**config.mk**
```make
export PLATFORM = sky130hd
export DESIGN_NAME = cnn_job_sequencer_flat
export DESIGN_NICKNAME = d
export VERILOG_FILES = /design/src/rtl/cnn_job_sequencer_if.sv /design/src/rtl/cnn_job_sequencer.sv /design/src/flat_wrapper.sv
export SDC_FILE = /design/constraint.sdc
export NUM_CORES = 1
export LEC_CHECK = 0
export BUFFER_PORTS_ARGS = -buffer_cell sky130_fd_sc_hd__buf_4
export CORE_MARGIN = 4
export CORE_UTILIZATION = 51
export DETAILED_ROUTE_END_ITERATION = 8
export GPL_ROUTABILITY_DRIVEN = 0
export PLACE_DENSITY = 0.88
export SYNTH_ARGS = -nofsm -noshare
export SYNTH_HDL_FRONTEND = slang
export SYNTH_SLANG_ARGS = --single-unit
```
**constraint.sdc**
```tcl
create_clock -name clk -period 2.3 [get_ports clk]
set_input_delay 0.115 -clock clk [delete_from_list [all_inputs] [get_ports clk]]
set_output_delay 0.115 -clock clk [all_outputs]
set_load 0.005 [all_outputs]
```
**src/rtl/cnn_job_sequencer_if.sv**
```systemverilog
// Host-side and CNN-side signal bundle for the job sequencer.
// The master modport is the sequencer itself; the slave modport is the host/CNN environment.
interface cnn_job_sequencer_if #(
  parameter int unsigned IfmapBufferWidth  = 18,
  parameter int unsigned FilterBufferWidth = 16,
  parameter int unsigned ResultBufferWidth = 16,
  parameter int unsigned StrideWidth       = 5,
  parameter int unsigned FilterSizeWidth   = 5,
  parameter int unsigned CountWidth        = 8
);
  // Job configuration handshake
  logic                         cfg_valid;
  logic                         cfg_ready;
  logic [StrideWidth-1:0]       cfg_stride;
  logic [FilterSizeWidth-1:0]   cfg_filter_size;
  logic                         cfg_psum_mode;
  logic [CountWidth-1:0]        cfg_if_count;
  logic [CountWidth-1:0]        cfg_filter_count;
  logic [CountWidth-1:0]        cfg_result_count;

  // Host streams
  logic                         if_in_valid;
  logic                         if_in_ready;
  logic [IfmapBufferWidth-1:0]  if_in_data;
  logic                         flt_in_valid;
  logic                         flt_in_ready;
  logic [FilterBufferWidth-1:0] flt_in_data;
  logic                         res_out_valid;
  logic                         res_out_ready;
  logic [ResultBufferWidth-1:0] res_out_data;

  // CNN control
  logic                         start;
  logic [StrideWidth-1:0]       stride;
  logic [FilterSizeWidth-1:0]   filter_size;
  logic                         psum_mode;

  // CNN buffer ports
  logic [IfmapBufferWidth-1:0]  IFmap_buffer_in;
  logic                         IFmap_buffer_write_enable;
  logic                         IFmap_buffer_ready;
  logic [FilterBufferWidth-1:0] filter_buffer_in;
  logic                         filter_buffer_write_enable;
  logic                         filter_buffer_ready;
  logic [ResultBufferWidth-1:0] result_buffer_out;
  logic                         result_buffer_valid;
  logic                         result_buffer_empty;
  logic                         result_buffer_read_enable;

  // Job status
  logic                         busy;
  logic                         done;

  modport master (
    input  cfg_valid, cfg_stride, cfg_filter_size, cfg_psum_mode,
    input  cfg_if_count, cfg_filter_count, cfg_result_count,
    output cfg_ready,
    input  if_in_valid, if_in_data, flt_in_valid, flt_in_data, res_out_ready,
    output if_in_ready, flt_in_ready, res_out_valid, res_out_data,
    output start, stride, filter_size, psum_mode,
    output IFmap_buffer_in, IFmap_buffer_write_enable,
    input  IFmap_buffer_ready,
    output filter_buffer_in, filter_buffer_write_enable,
    input  filter_buffer_ready,
    input  result_buffer_out, result_buffer_valid, result_buffer_empty,
    output result_buffer_read_enable,
    output busy, done
  );

  modport slave (
    output cfg_valid, cfg_stride, cfg_filter_size, cfg_psum_mode,
    output cfg_if_count, cfg_filter_count, cfg_result_count,
    input  cfg_ready,
    output if_in_valid, if_in_data, flt_in_valid, flt_in_data, res_out_ready,
    input  if_in_ready, flt_in_ready, res_out_valid, res_out_data,
    input  start, stride, filter_size, psum_mode,
    input  IFmap_buffer_in, IFmap_buffer_write_enable,
    output IFmap_buffer_ready,
    input  filter_buffer_in, filter_buffer_write_enable,
    output filter_buffer_ready,
    output result_buffer_out, result_buffer_valid, result_buffer_empty,
    input  result_buffer_read_enable,
    input  busy, done
  );
endinterface

```
**src/rtl/cnn_job_sequencer.sv**
```systemverilog
// Job-level controller for the CNN core: accepts one job config, pulses start, moves IFmap and
// filter words into the CNN buffers through one-entry holding registers, drains a fixed number
// of results to the host, then pulses done.
module cnn_job_sequencer #(
  parameter int unsigned IfmapBufferWidth  = 18,
  parameter int unsigned FilterBufferWidth = 16,
  parameter int unsigned ResultBufferWidth = 16,
  parameter int unsigned StrideWidth       = 5,
  parameter int unsigned FilterSizeWidth   = 5,
  parameter int unsigned CountWidth        = 8
) (
  input logic                 clk,
  input logic                 reset,
  cnn_job_sequencer_if.master bus
);
  localparam logic [CountWidth-1:0] CntOne = CountWidth'(1);

  typedef enum logic [1:0] {StIdle, StStart, StRun, StDone} state_e;

  state_e state_q, state_d;

  // Latched job configuration
  logic [StrideWidth-1:0]     stride_q, stride_d;
  logic [FilterSizeWidth-1:0] fsize_q, fsize_d;
  logic                       psum_q, psum_d;
  logic [CountWidth-1:0]      if_count_q, if_count_d;
  logic [CountWidth-1:0]      flt_count_q, flt_count_d;
  logic [CountWidth-1:0]      res_count_q, res_count_d;

  // IFmap write engine
  logic                        if_full_q, if_full_d;
  logic [IfmapBufferWidth-1:0] if_data_q, if_data_d;
  logic [CountWidth-1:0]       if_cnt_q, if_cnt_d;

  // Filter write engine
  logic                         flt_full_q, flt_full_d;
  logic [FilterBufferWidth-1:0] flt_data_q, flt_data_d;
  logic [CountWidth-1:0]        flt_cnt_q, flt_cnt_d;

  // Result drain engine
  logic                         rd_pend_q, rd_pend_d;
  logic                         res_full_q, res_full_d;
  logic [ResultBufferWidth-1:0] res_data_q, res_data_d;
  logic [CountWidth-1:0]        res_cnt_q, res_cnt_d;

  logic run, cfg_accept;
  logic if_accept, if_complete, if_done;
  logic flt_accept, flt_complete, flt_done;
  logic rd_req, rd_capture, res_pop, drain_done;

  // Handshakes, engine status and all bus outputs
  always_comb begin
    run        = (state_q == StRun);
    cfg_accept = (state_q == StIdle) && bus.cfg_valid;

    bus.cfg_ready   = (state_q == StIdle);
    bus.start       = (state_q == StStart);
    bus.busy        = (state_q != StIdle);
    bus.done        = (state_q == StDone);
    bus.stride      = stride_q;
    bus.filter_size = fsize_q;
    bus.psum_mode   = psum_q;

    // Ready only with an empty holding reg, so accept and write completion never share a cycle
    bus.if_in_ready               = run && !if_full_q && (if_cnt_q < if_count_q);
    if_accept                     = bus.if_in_valid && bus.if_in_ready;
    bus.IFmap_buffer_write_enable = if_full_q;
    bus.IFmap_buffer_in           = if_data_q;
    if_complete                   = if_full_q && bus.IFmap_buffer_ready;
    if_done                       = !if_full_q && (if_cnt_q >= if_count_q);

    bus.flt_in_ready               = run && !flt_full_q && (flt_cnt_q < flt_count_q);
    flt_accept                     = bus.flt_in_valid && bus.flt_in_ready;
    bus.filter_buffer_write_enable = flt_full_q;
    bus.filter_buffer_in           = flt_data_q;
    flt_complete                   = flt_full_q && bus.filter_buffer_ready;
    flt_done                       = !flt_full_q && (flt_cnt_q >= flt_count_q);

    // A read in flight stays asserted even if the CNN reports empty before answering
    rd_req = run && !res_full_q && (res_cnt_q < res_count_q) &&
             (rd_pend_q || !bus.result_buffer_empty);
    rd_capture                    = rd_req && bus.result_buffer_valid;
    bus.result_buffer_read_enable = rd_req;
    bus.res_out_valid             = res_full_q;
    bus.res_out_data              = res_data_q;
    res_pop                       = res_full_q && bus.res_out_ready;
    drain_done                    = !res_full_q && (res_cnt_q >= res_count_q);
  end

  // Job FSM and configuration latch
  always_comb begin
    state_d     = state_q;
    stride_d    = stride_q;
    fsize_d     = fsize_q;
    psum_d      = psum_q;
    if_count_d  = if_count_q;
    flt_count_d = flt_count_q;
    res_count_d = res_count_q;
    case (state_q)
      StIdle: begin
        if (cfg_accept) begin
          stride_d    = bus.cfg_stride;
          fsize_d     = bus.cfg_filter_size;
          psum_d      = bus.cfg_psum_mode;
          if_count_d  = bus.cfg_if_count;
          flt_count_d = bus.cfg_filter_count;
          res_count_d = bus.cfg_result_count;
          state_d     = StStart;
        end
      end
      StStart: state_d = StRun;
      StRun: begin
        if (if_done && flt_done && drain_done) state_d = StDone;
      end
      StDone:  state_d = StIdle;
      default: state_d = StIdle;
    endcase
  end

  // IFmap engine: hold one word until the buffer takes it
  always_comb begin
    if_full_d = if_full_q;
    if_data_d = if_data_q;
    if_cnt_d  = if_cnt_q;
    if (cfg_accept) begin
      if_full_d = 1'b0;
      if_cnt_d  = '0;
    end else begin
      if (if_complete) begin
        if_full_d = 1'b0;
        if (if_cnt_q < if_count_q) if_cnt_d = if_cnt_q + CntOne;
      end
      if (if_accept) begin
        if_full_d = 1'b1;
        if_data_d = bus.if_in_data;
      end
    end
  end

  // Filter engine: same structure as the IFmap engine
  always_comb begin
    flt_full_d = flt_full_q;
    flt_data_d = flt_data_q;
    flt_cnt_d  = flt_cnt_q;
    if (cfg_accept) begin
      flt_full_d = 1'b0;
      flt_cnt_d  = '0;
    end else begin
      if (flt_complete) begin
        flt_full_d = 1'b0;
        if (flt_cnt_q < flt_count_q) flt_cnt_d = flt_cnt_q + CntOne;
      end
      if (flt_accept) begin
        flt_full_d = 1'b1;
        flt_data_d = bus.flt_in_data;
      end
    end
  end

  // Drain engine: one outstanding read, one-entry output register
  always_comb begin
    rd_pend_d  = rd_pend_q;
    res_full_d = res_full_q;
    res_data_d = res_data_q;
    res_cnt_d  = res_cnt_q;
    if (cfg_accept) begin
      rd_pend_d  = 1'b0;
      res_full_d = 1'b0;
      res_cnt_d  = '0;
    end else begin
      rd_pend_d = rd_req && !bus.result_buffer_valid;
      if (res_pop) res_full_d = 1'b0;
      if (rd_capture) begin
        res_full_d = 1'b1;
        res_data_d = bus.result_buffer_out;
        if (res_cnt_q < res_count_q) res_cnt_d = res_cnt_q + CntOne;
      end
    end
  end

  // State registers; reset aborts any job and drops held words
  always_ff @(posedge clk) begin
    if (!reset) begin
      state_q     <= StIdle;
      stride_q    <= '0;
      fsize_q     <= '0;
      psum_q      <= 1'b0;
      if_count_q  <= '0;
      flt_count_q <= '0;
      res_count_q <= '0;
      if_full_q   <= 1'b0;
      if_data_q   <= '0;
      if_cnt_q    <= '0;
      flt_full_q  <= 1'b0;
      flt_data_q  <= '0;
      flt_cnt_q   <= '0;
      rd_pend_q   <= 1'b0;
      res_full_q  <= 1'b0;
      res_data_q  <= '0;
      res_cnt_q   <= '0;
    end else begin
      state_q     <= state_d;
      stride_q    <= stride_d;
      fsize_q     <= fsize_d;
      psum_q      <= psum_d;
      if_count_q  <= if_count_d;
      flt_count_q <= flt_count_d;
      res_count_q <= res_count_d;
      if_full_q   <= if_full_d;
      if_data_q   <= if_data_d;
      if_cnt_q    <= if_cnt_d;
      flt_full_q  <= flt_full_d;
      flt_data_q  <= flt_data_d;
      flt_cnt_q   <= flt_cnt_d;
      rd_pend_q   <= rd_pend_d;
      res_full_q  <= res_full_d;
      res_data_q  <= res_data_d;
      res_cnt_q   <= res_cnt_d;
    end
  end

endmodule

```
**src/flat_wrapper.sv**
```systemverilog
// flat-port wrapper written by rule: the top's interface ports become plain ports
module cnn_job_sequencer_flat 
#(
  parameter int unsigned IfmapBufferWidth  = 18,
  parameter int unsigned FilterBufferWidth = 16,
  parameter int unsigned ResultBufferWidth = 16,
  parameter int unsigned StrideWidth       = 5,
  parameter int unsigned FilterSizeWidth   = 5,
  parameter int unsigned CountWidth        = 8
)
  (clk, reset, bus_cfg_valid, bus_cfg_stride, bus_cfg_filter_size, bus_cfg_psum_mode, bus_cfg_if_count, bus_cfg_filter_count, bus_cfg_result_count, bus_cfg_ready, bus_if_in_valid, bus_if_in_data, bus_flt_in_valid, bus_flt_in_data, bus_res_out_ready, bus_if_in_ready, bus_flt_in_ready, bus_res_out_valid, bus_res_out_data, bus_start, bus_stride, bus_filter_size, bus_psum_mode, bus_IFmap_buffer_in, bus_IFmap_buffer_write_enable, bus_IFmap_buffer_ready, bus_filter_buffer_in, bus_filter_buffer_write_enable, bus_filter_buffer_ready, bus_result_buffer_out, bus_result_buffer_valid, bus_result_buffer_empty, bus_result_buffer_read_enable, bus_busy, bus_done);
  cnn_job_sequencer_if #(.IfmapBufferWidth(IfmapBufferWidth), .FilterBufferWidth(FilterBufferWidth), .ResultBufferWidth(ResultBufferWidth), .StrideWidth(StrideWidth), .FilterSizeWidth(FilterSizeWidth), .CountWidth(CountWidth)) bus_i ();
  input logic clk;
  input logic reset;
  input wire logic [$bits(bus_i.cfg_valid)-1:0] bus_cfg_valid;
  input wire logic [$bits(bus_i.cfg_stride)-1:0] bus_cfg_stride;
  input wire logic [$bits(bus_i.cfg_filter_size)-1:0] bus_cfg_filter_size;
  input wire logic [$bits(bus_i.cfg_psum_mode)-1:0] bus_cfg_psum_mode;
  input wire logic [$bits(bus_i.cfg_if_count)-1:0] bus_cfg_if_count;
  input wire logic [$bits(bus_i.cfg_filter_count)-1:0] bus_cfg_filter_count;
  input wire logic [$bits(bus_i.cfg_result_count)-1:0] bus_cfg_result_count;
  output wire logic [$bits(bus_i.cfg_ready)-1:0] bus_cfg_ready;
  input wire logic [$bits(bus_i.if_in_valid)-1:0] bus_if_in_valid;
  input wire logic [$bits(bus_i.if_in_data)-1:0] bus_if_in_data;
  input wire logic [$bits(bus_i.flt_in_valid)-1:0] bus_flt_in_valid;
  input wire logic [$bits(bus_i.flt_in_data)-1:0] bus_flt_in_data;
  input wire logic [$bits(bus_i.res_out_ready)-1:0] bus_res_out_ready;
  output wire logic [$bits(bus_i.if_in_ready)-1:0] bus_if_in_ready;
  output wire logic [$bits(bus_i.flt_in_ready)-1:0] bus_flt_in_ready;
  output wire logic [$bits(bus_i.res_out_valid)-1:0] bus_res_out_valid;
  output wire logic [$bits(bus_i.res_out_data)-1:0] bus_res_out_data;
  output wire logic [$bits(bus_i.start)-1:0] bus_start;
  output wire logic [$bits(bus_i.stride)-1:0] bus_stride;
  output wire logic [$bits(bus_i.filter_size)-1:0] bus_filter_size;
  output wire logic [$bits(bus_i.psum_mode)-1:0] bus_psum_mode;
  output wire logic [$bits(bus_i.IFmap_buffer_in)-1:0] bus_IFmap_buffer_in;
  output wire logic [$bits(bus_i.IFmap_buffer_write_enable)-1:0] bus_IFmap_buffer_write_enable;
  input wire logic [$bits(bus_i.IFmap_buffer_ready)-1:0] bus_IFmap_buffer_ready;
  output wire logic [$bits(bus_i.filter_buffer_in)-1:0] bus_filter_buffer_in;
  output wire logic [$bits(bus_i.filter_buffer_write_enable)-1:0] bus_filter_buffer_write_enable;
  input wire logic [$bits(bus_i.filter_buffer_ready)-1:0] bus_filter_buffer_ready;
  input wire logic [$bits(bus_i.result_buffer_out)-1:0] bus_result_buffer_out;
  input wire logic [$bits(bus_i.result_buffer_valid)-1:0] bus_result_buffer_valid;
  input wire logic [$bits(bus_i.result_buffer_empty)-1:0] bus_result_buffer_empty;
  output wire logic [$bits(bus_i.result_buffer_read_enable)-1:0] bus_result_buffer_read_enable;
  output wire logic [$bits(bus_i.busy)-1:0] bus_busy;
  output wire logic [$bits(bus_i.done)-1:0] bus_done;
  assign bus_i.cfg_valid = bus_cfg_valid;
  assign bus_i.cfg_stride = bus_cfg_stride;
  assign bus_i.cfg_filter_size = bus_cfg_filter_size;
  assign bus_i.cfg_psum_mode = bus_cfg_psum_mode;
  assign bus_i.cfg_if_count = bus_cfg_if_count;
  assign bus_i.cfg_filter_count = bus_cfg_filter_count;
  assign bus_i.cfg_result_count = bus_cfg_result_count;
  assign bus_cfg_ready = bus_i.cfg_ready;
  assign bus_i.if_in_valid = bus_if_in_valid;
  assign bus_i.if_in_data = bus_if_in_data;
  assign bus_i.flt_in_valid = bus_flt_in_valid;
  assign bus_i.flt_in_data = bus_flt_in_data;
  assign bus_i.res_out_ready = bus_res_out_ready;
  assign bus_if_in_ready = bus_i.if_in_ready;
  assign bus_flt_in_ready = bus_i.flt_in_ready;
  assign bus_res_out_valid = bus_i.res_out_valid;
  assign bus_res_out_data = bus_i.res_out_data;
  assign bus_start = bus_i.start;
  assign bus_stride = bus_i.stride;
  assign bus_filter_size = bus_i.filter_size;
  assign bus_psum_mode = bus_i.psum_mode;
  assign bus_IFmap_buffer_in = bus_i.IFmap_buffer_in;
  assign bus_IFmap_buffer_write_enable = bus_i.IFmap_buffer_write_enable;
  assign bus_i.IFmap_buffer_ready = bus_IFmap_buffer_ready;
  assign bus_filter_buffer_in = bus_i.filter_buffer_in;
  assign bus_filter_buffer_write_enable = bus_i.filter_buffer_write_enable;
  assign bus_i.filter_buffer_ready = bus_filter_buffer_ready;
  assign bus_i.result_buffer_out = bus_result_buffer_out;
  assign bus_i.result_buffer_valid = bus_result_buffer_valid;
  assign bus_i.result_buffer_empty = bus_result_buffer_empty;
  assign bus_result_buffer_read_enable = bus_i.result_buffer_read_enable;
  assign bus_busy = bus_i.busy;
  assign bus_done = bus_i.done;
  cnn_job_sequencer #(.IfmapBufferWidth(IfmapBufferWidth), .FilterBufferWidth(FilterBufferWidth), .ResultBufferWidth(ResultBufferWidth), .StrideWidth(StrideWidth), .FilterSizeWidth(FilterSizeWidth), .CountWidth(CountWidth)) u_core (.clk(clk), .reset(reset), .bus(bus_i));
endmodule
```
==> results of run 1 <==
-- cell families (layout without fill, tap and decap cells) --
kind of cell	Yosys count	after routing
and+or+nand+nor	237	237
DFF	115	115
AOI/OAI and AO/OA	98	98
buffers and inverters	60	332
muxes	40	40
adders and majority gates	31	31
xor gates and xnor gates	11	11
other	0	2
-- layout make-up --
type                            count  area [um2]  share of cell area, %
Sequential cell                   115        2305                  27.88
Antenna cell                        2       5.005                0.06053
Clock inverter                      9       103.9                  1.256
Tap cell                          133       166.4                  2.013
Timing Repair Buffer              270        2280                  27.57
Inverter                           31       116.4                  1.407
Clock buffer                       22       473.0                  5.720
Multi-Input combinational cell    417        2819                  34.09
-- path summary, 6_finish.rpt --
check,endpoint,startpoint
worst max register to register,u_core.bus.filter_buffer_write_enable,u_core.flt_count_q[1]
worst min register to register,u_core.flt_count_q[6],u_core.flt_count_q[6]
worst max-delay path,u_core.bus.filter_buffer_write_enable,u_core.flt_count_q[1]
worst min-delay path,u_core.flt_count_q[0],reset
-- layer usage --
layer	GRT usage, %	wire length [um]	vias to the layer above
li1	-	-	2529
met5	0	0	-
met2	55.01	9964	295
met4	18.79	1014	0
met1	29.87	6543	2574
met3	9.160	1413	85
-- through the flow --
stage | utilization [%] | hold slack [ns]
CTS | 82.36 | 0.06510
global placement | 67.20 | 0.3353
floorplan | - | 0.1908
finish | 83.43 | 0.07256
global route | 83.41 | 0.07524
detailed placement | 67.20 | 0.3446
-- report_power, final --
part / internal [uW] / total [uW] / switching (uW)
Sequential: 2150 / 2250 / 103
Combinational: 807 / 1750 / 940
Clock: 1640 / 2570 / 927
Total: 4600 / 6570 / 1970
-- what timing repair did --
action / 4_1_cts / 5_1_grt
resized for setup: 3 / 15
endpoints found under the hold margin: 89 / 0
cloned: 0 / 0
endpoints found under the setup margin: 2 / 24
setup buffers: 0 / 5
hold buffers: 91 / 0
pin swaps: 0 / 6
-- sequential cells by signal, summed over array words and instances, names as in the netlist, 5 cells and up --
| signal | count |
|---|---|
| u_core.bus.filter_buffer_in | 16 |
| u_core.res_cnt_q | 8 |
| u_core.bus.res_out_data | 16 |
| u_core.if_count_q | 8 |
| u_core.flt_count_q | 8 |
| u_core.if_cnt_q | 8 |
| u_core.bus.stride | 5 |
| u_core.bus.filter_size | 5 |
| u_core.flt_cnt_q | 8 |
| u_core.res_count_q | 8 |
| u_core.bus.IFmap_buffer_in | 18 |
-- placed cells by master (no fill, tap or decap), types with 16 or more instances in the layout --
master	instances
buf_4	177
dfxtp_1	113
nand2_1	104
dlygate4sd3_1	91
nor2b_1	42
mux2i_1	39
a21boi_0	35
inv_1	31
ha_1	30
nand3_1	24
o21ai_0	20
nor2_1	18
a21oi_1	16
clkbuf_16	16
-- critical path: stages, from the launching register on --
cell,delay [ns]
dfxtp_1,0.34
inv_1,0.06
ha_1,0.31
nor2b_2,0.19
o211ai_2,0.14
a21oi_4,0.26
nor2_2,0.07
a32oi_1,0.21
dlygate4sd3_1,0.62
nor2_1,0.09
==> flow_summary.ini, run 1 <==
[yosys]
syn_nets = 718
synth_largest_area_cell = dfxtp_1
syn_avg_cell_area_um2 = 8.919
syn_area_mm2 = 0.005280
synthTopCellsByCount = dfxtp_1 (115), nand2_1 (104), nor2b_1 (43)
yosys.area_share.adder_pct = 7.346
ys_types = 47
seq_area_frac_synth_pct = 43.60
synth_edf_count = 0
synth_top_family_by_area = simple AND/OR/NAND/NOR gates
muxShareOfSynthArea_pct = 7.583
yosysMostFrequentCell = dfxtp_1
synth_top_cells_by_area = dfxtp_1 (44%), mux2i_1 (7.6%), nand2_1 (7.4%), ha_1 (7.3%), nor2b_1 (5.1%)
synth_simple_gate_area_share_pct = 22.54
synth_xor_area_share_pct = 1.825
synth-seq-cells = 115
netlist_instances = 592
synth_compound_area_share_pct = 12.49
synth.top_cell.area_share_pct = 43.60
ys.flop_type = dfxtp_1
yosys_warnings = 0
synthArstFlopShare_pct = 0

[place]
dp_cells = 870
hpwl_mm = 10.32
place_area_mm2 = 0.006659
post-place-ws_ns = 0.1545
port_buffers = 165

[floorplan]
row_count = 36
fp.dieH_um = 109.8
start_util_pct = 53.28
io_pins = 166
dieWidth_um = 109.8
die-area_mm2 = 0.01205
core-area_mm2 = 0.009910

[drt]
via_count = 5483
drtAntennaViolNets = 0
drt-pass1-iter-count = 5
drt_iter0_markers = 301
drc = 0
viasPerCell = 5.488
drt_wl_total_mm = 18.94
post_drt_wl_per_cell_um = 18.95

[sta]
setup_slack_ns = -0.1288
fin_worst_skew_ns = 0.01251
slew_viol_final = 0
worst_pin_slew_ns = 0.6813
finalSetupViolCount = 2
slew_headroom_pct = 54.16
finalCritPeriodShare_pct = 105.6
min_period_ns = 2.429
hold_violations = 0
timing.fmax_mhz = 411.7
finalSetupTns_ns = -0.1490
rsz0062_at_grt = true

[worst_setup_path]
rr_worst_depth = 9
path_class = reg -> reg
required_ns = 2.68
cp-end-kind = flop
crit_arrival_ns = 2.81
critical_path_peak_fanout = 5
r2r_slack_ns = -0.13
cp-start-kind = flop

[final_layout]
fillers = 565
final_nets = 978
fin_area_mm2 = 0.008268
syn_to_final_growth_pct = 56.59
fin_cells = 999
drive_gt1_share_pct = 27.43

[clock_network]
root_buffer = clkbuf_8
tritoncts = built
worst_skew_pair.late_latency_ns = 0.52
clockBufferDepth = 2
numCtsBuffers = 17
clk_pin_slew_ns = 0.05
htree_levels = 4
cts.sinks = 115

[power]
power.total_uw = 6565
p_leak_uw = 0.003437
ir_drop_uv = 609.5
power.density_mw_per_mm2 = 794.1

[global_routing]
grt_pass1_vias = 5815
track_usage_pct = 30.28
grt_start_max_net_pins = 61
antenna_found_initial = 1
grt_pass1_wl_mm = 28.17
grt_overflow = 0

[run_status]
violations = negative setup slack
status = complete, but fails checks

[hold_path]
hp-class = in -> reg
hold_depth = 2

[run]
cap_violations = 0
(Power assumes the default switching activity.)
==> run 2: changes to the inputs <==
- CORE_UTILIZATION: 51 -> 26
- PLACE_DENSITY: 0.88 -> 0.54
==> run 2 against run 1 <==
Compared with the run above:
- the flow now finishes without violations
- final cell count up 13%
- sequential power about the same
- first-iteration DRC count down 36%
- critical endpoint is now u_core.bus.IFmap_buffer_in[13]
==> flow_summary.ini, run 2 (synthesis results as in run 1) <==
[run_status]
status = finished, final reports clean

[drt]
via_count = 4884
drt_wl_total_mm = 15.39
viasPerCell = 4.314
drc = 0
post_drt_wl_per_cell_um = 13.59
drtAntennaViolNets = 0
drt-pass1-iter-count = 4
drt_iter0_markers = 192

[final_layout]
layout_common_cells = buf_4 (179), dfxtp_1 (115), nand2_1 (104)
largest_reg_flops = 18
layout_commonest_cell = buf_4
syn_to_final_growth_pct = 59.41
fillers = 1939
drive_gt1_share_pct = 27.02
final_nets = 979

[sta]
slew_headroom_pct = 62.18
min_period_ns = 2.105
worst_pin_slew_ns = 0.5630
finalSetupTns_ns = 0
finalCritPeriodShare_pct = 91.54
hold_violations = 0
timing.fmax_mhz = 475.0
slew_viol_final = 0
finalSetupViolCount = 0
fin_worst_skew_ns = 0.01173
rsz0062_at_grt = false

[worst_setup_path]
required_ns = 2.60
cp_slowest_stage_delay_ns = 0.34
timing.rr.start = u_core.if_cnt_q[5]
cp-end-kind = flop
crit_arrival_ns = 2.40
critical_path_peak_fanout = 18
critPathLaunch = u_core.if_cnt_q[5]
cp_slowest_cell = dfxtp_1
path_class = reg -> reg
cp-start-kind = flop
crit_chain = ha_1 > a21o_1 > a21oi_2 > o21ai_2 > nor4_4 > buf_12 > mux2i_1 > nor2b_1

[global_routing]
grt_pass1_vias = 4899
track_usage_pct = 13.59
grt_pass1_wl_mm = 24.11
grt_overflow = 0
grt_start_max_net_pins = 69
antenna_found_initial = 0

[clock_network]
clockBufferDepth = 2
tritoncts = built
clk_pin_slew_ns = 0.06
worst_skew_pair.late_latency_ns = 0.41
numCtsBuffers = 17
root_buffer = clkbuf_16
htree_levels = 4
cts.sinks = 115

[power]
power.total_uw = 6518
p_leak_uw = 0.003461
ir_drop_uv = 420.7
power.density_mw_per_mm2 = 774.4

[floorplan]
io_pins = 166
start_util_pct = 26.78
fp.dieH_um = 150.5
core-area_mm2 = 0.01972
dieWidth_um = 150.5
row_count = 51
die-area_mm2 = 0.02265

[place]
hpwl_mm = 10.68
port_buffers = 165

[run]
cap_violations = 0

[hold_path]
hp-class = in -> reg
worstHoldStart = bus_res_out_ready
run 2: cell types whose count changed in the layout (fill, tap and decap cells not counted), moves of 2 or more:
| cell | delta |
|---|---|
| buf_4 | +2 |
| dfxtp_1 | +2 |
| dfxtp_2 | -2 |
| dlygate4sd3_1 | -2 |
run 2: layout make-up:
class                      count  area (um2)  share of cell area (%)
inverter                      31       116.4                   1.382
tap                          265       331.6                   3.939
clock inverter                 9       101.3                   1.204
sequential                   115        2302                   27.35
clock buffer                  23       498.0                   5.916
antenna                        1       2.502                 0.02973
multi-input combinational    417        2770                   32.91
timing repair buffer         271        2295                   27.26
run 2: metal layers:
layer  part of all wire [%]  global-route usage (%)  wire length, um
met5                      0                       0                0
met4                    1.9                   5.764              294
met3                    6.0                   4.666              918
met2                     50                   22.99             7632
met1                     43                   15.59             6542
run 2: critical path: cells and delay by family (launching register included):
family | cells | cell delay (ns)
buffers and inverters | 1 | 0.23
flip-flops | 1 | 0.34
AND/OR/NAND/NOR | 2 | 0.37
adder cells (fa/ha/maj) | 1 | 0.32
AO/OA/AOI/OAI | 3 | 0.46
multiplexers | 1 | 0.25
run 2: metrics by stage:
| stage | cell area (um2) | hold slack, ns | util (%) | cells | setup slack, ns |
|---|---|---|---|---|---|
| floorplan | 5280 | 0.1908 | - | 592 | 0.2852 |
| detailed placement | 6882 | 0.3409 | 34.90 | 1008 | 0.1293 |
| finish | 8417 | 0.04237 | 42.69 | 1132 | 0.1946 |
| CTS | 8377 | 0.004413 | 42.48 | 1129 | 0.01770 |
| global placement | 6882 | 0.3428 | 34.90 | 1008 | 0.1949 |
| global route | 8414 | 0.02960 | 42.67 | 1131 | 0.04354 |
run 2: what timing repair did:
| item | 4_1_cts | 5_1_grt |
|---|---|---|
| hold buffers | 89 | 0 |
| setup buffers | 0 | 2 |
| resized for setup | 1 | 5 |
| hold endpoints to repair | 88 | 0 |
| pin swaps | 0 | 1 |
| endpoints found under the setup margin | 1 | 21 |
run 2: path summary, 6_finish.rpt:
kind,endpoint,slack (ns),cells past startpoint
hold / removal,u_core.bus.res_out_valid,0.04,3
setup reg to reg,u_core.bus.IFmap_buffer_in[13],0.19,8
hold reg to reg,u_core.res_count_q[5],0.46,2
setup / recovery,u_core.bus.IFmap_buffer_in[13],0.19,8
run 2: power breakdown:
group | leakage (uW) | internal (uW) | total (uW) | switching [uW]
Sequential | 0.000932 | 2150 | 2230 | 86.0
Combinational | 0.00223 | 776 | 1610 | 832
Clock | 0.000299 | 1730 | 2680 | 947
Total | 0.00346 | 4650 | 6520 | 1870
==> run 3: changes to the inputs <==
- ABC_AREA: not set -> 1
- PLACE_DENSITY: 0.54 -> 0.55
==> run 3 against run 2 <==
Compared with the run above:
- global-route usage up 0.81 points
- wire length down 1.4%
- sequential power up 11%
- register-to-register slack better by 0.06 ns
- highest routed layer unchanged
- combinational power up 25%
- flip-flop and latch count unchanged
- setup slack better by 0.028 ns
- clock power down 10%
- worst hold slack worse by 0.034 ns
- via count up 0.14%
- synthesized cell count up 9.6%
==> flow_summary.ini, run 3 <==
[yosys]
netlist_instances = 649
yosysMostFrequentCell = nor2_1
ys_types = 34
synth_largest_area_cell = dfxtp_1
syn_nets = 775
seq_area_frac_synth_pct = 46.32
syn_avg_cell_area_um2 = 7.658
synth.top_cell.area_share_pct = 46.32
synth_edf_count = 0
synth_top_cells_by_area = dfxtp_1 (46%), nor2_1 (11%), o21ai_0 (8.4%), ha_1 (7.8%), a21oi_1 (5.1%)
synthTopCellsByCount = nor2_1 (147), dfxtp_1 (115), o21ai_0 (83)
synth-seq-cells = 115
ys.flop_type = dfxtp_1
synthArstFlopShare_pct = 0
yosys_warnings = 0
syn_area_mm2 = 0.004970

[hold_path]
hp-class = in -> reg

[final_layout]
final_nets = 1024
n_antenna_cell = 0
layout_commonest_cell = buf_4
largest_reg_flops = 18
drive_gt1_share_pct = 24.37
layout_common_cells = buf_4 (174), nor2_1 (146), dfxtp_1 (115)
syn_to_final_growth_pct = 57.20

[global_routing]
grt_overflow = 0
grt_pass1_wl_mm = 24.85
grt_pass1_vias = 4970
track_usage_pct = 14.40
antenna_found_initial = 0
grt_start_max_net_pins = 55

[drt]
via_count = 4891
drt_iter0_markers = 237
drtAntennaViolNets = 0
post_drt_wl_per_cell_um = 13.30
viasPerCell = 4.287
drt_wl_total_mm = 15.17
drc = 0
drt-pass1-iter-count = 5

[floorplan]
die-area_mm2 = 0.02139
row_count = 50
start_util_pct = 26.48
dieWidth_um = 146.3
fp.dieH_um = 146.3
core-area_mm2 = 0.01877
io_pins = 166

[sta]
min_period_ns = 2.078
slew_headroom_pct = 67.01
finalCritPeriodShare_pct = 90.34
rsz0062_at_grt = true
holdWs_ns = 0.008654
finalSetupViolCount = 0
worst_pin_slew_ns = 0.4949
slew_viol_final = 0
fin_worst_skew_ns = 0.008789
hold_violations = 0
timing.fmax_mhz = 481.3

[clock_network]
htree_levels = 4
clockBufferDepth = 2
clk_pin_slew_ns = 0.05
numCtsBuffers = 17
root_buffer = clkbuf_16
cts_setup_buffers = 0
worst_skew_pair.late_latency_ns = 0.41
tritoncts = built
cts.sinks = 115

[place]
hpwl_mm = 11.06
port_buffers = 165

[worst_setup_path]
cp-end-kind = output pin
critical_path_peak_fanout = 5
cp-start-kind = flop
required_ns = 2.18
path_class = reg -> out
crit_arrival_ns = 1.96

[power]
p_leak_uw = 0.003462
ir_drop_uv = 512.9
power.density_mw_per_mm2 = 880.9
power.total_uw = 6882

[run_status]
status = finished, final reports clean

[run]
cap_violations = 0
## run 3: final cells by class
class	count	area [um2]
Clock buffer	22	474.2
Tap cell	234	292.8
Fill cell	1891	10960
Multi-Input combinational cell	446	2316
Clock inverter	6	57.56
Inverter	63	242.7
Sequential cell	115	2302
Timing Repair Buffer	255	2127
## run 3: what timing repair did
action	4_1_cts	5_1_grt
hold buffers	80	0
resized for setup	0	4
hold endpoints to repair	80	0
setup endpoints to repair	0	28
## run 3: cells by family (layout without fill, tap and decap cells)
family | count (synthesis) | after routing | share of synthesized area [%]
buffers and inverters | 88 | 346 | 7.175
xor gates and xnor gates | 4 | 4 | 0.7051
DFF | 115 | 115 | 46.32
and+or+nand+nor | 257 | 257 | 22.18
adders and majority gates | 31 | 31 | 7.805
AOI/OAI and AO/OA | 154 | 154 | 15.81
## run 3: worst paths after layout
path | slack [ns] | end | cells past startpoint | startpoint
max reg2reg | 0.25 | u_core.bus.res_out_data[0] | 11 | u_core.res_cnt_q[5]
min | 0.009 | u_core.flt_count_q[7] | 3 | bus_cfg_filter_count[7]
min reg2reg | 0.46 | u_core.res_count_q[2] | 2 | u_core.res_count_q[2]
max | 0.22 | bus_flt_in_ready | 8 | u_core.flt_cnt_q[5]
## run 3: metrics by stage
step / worst slack, ns / utilization (%) / setup TNS [ns] / area, um2 / cells
floorplan: 0.4909 / - / 0 / 4970 / 649
global placement: 0.1955 / 34.49 / 0 / 6474 / 1033
detailed placement: 0.1828 / 34.49 / 0 / 6474 / 1033
CTS: 0.1795 / 41.59 / 0 / 7806 / 1141
global route: -0.003266 / 41.63 / -0.003266 / 7812 / 1141
finish: 0.2222 / 41.63 / 0 / 7812 / 1141
## run 3: per-layer routing
layer / part of all wire, % / vias to the layer above / track usage, %
li1: - / 2610 / -
met1: 44 / 2141 / 17.56
met2: 49 / 121 / 24.31
met3: 4.1 / 19 / 3.849
met4: 2.2 / 0 / 5.456
met5: 0 / - / 0
## run 3: critical path, cell delays in order, from the launching register on
cell and delay [ns]:
dfxtp_1 0.34, ha_1 0.31, a21oi_1 0.16, nor2_1 0.06
nor2_2 0.11, nand2_1 0.14, nor3_4 0.17, buf_4 0.15
buf_4 0.10
## run 3: report_power, final
group,switching [uW],total (uW),internal (uW)
registers,152,2470,2320
clock network,867,2400,1540
logic,1080,2010,932
total,2100,6880,4790
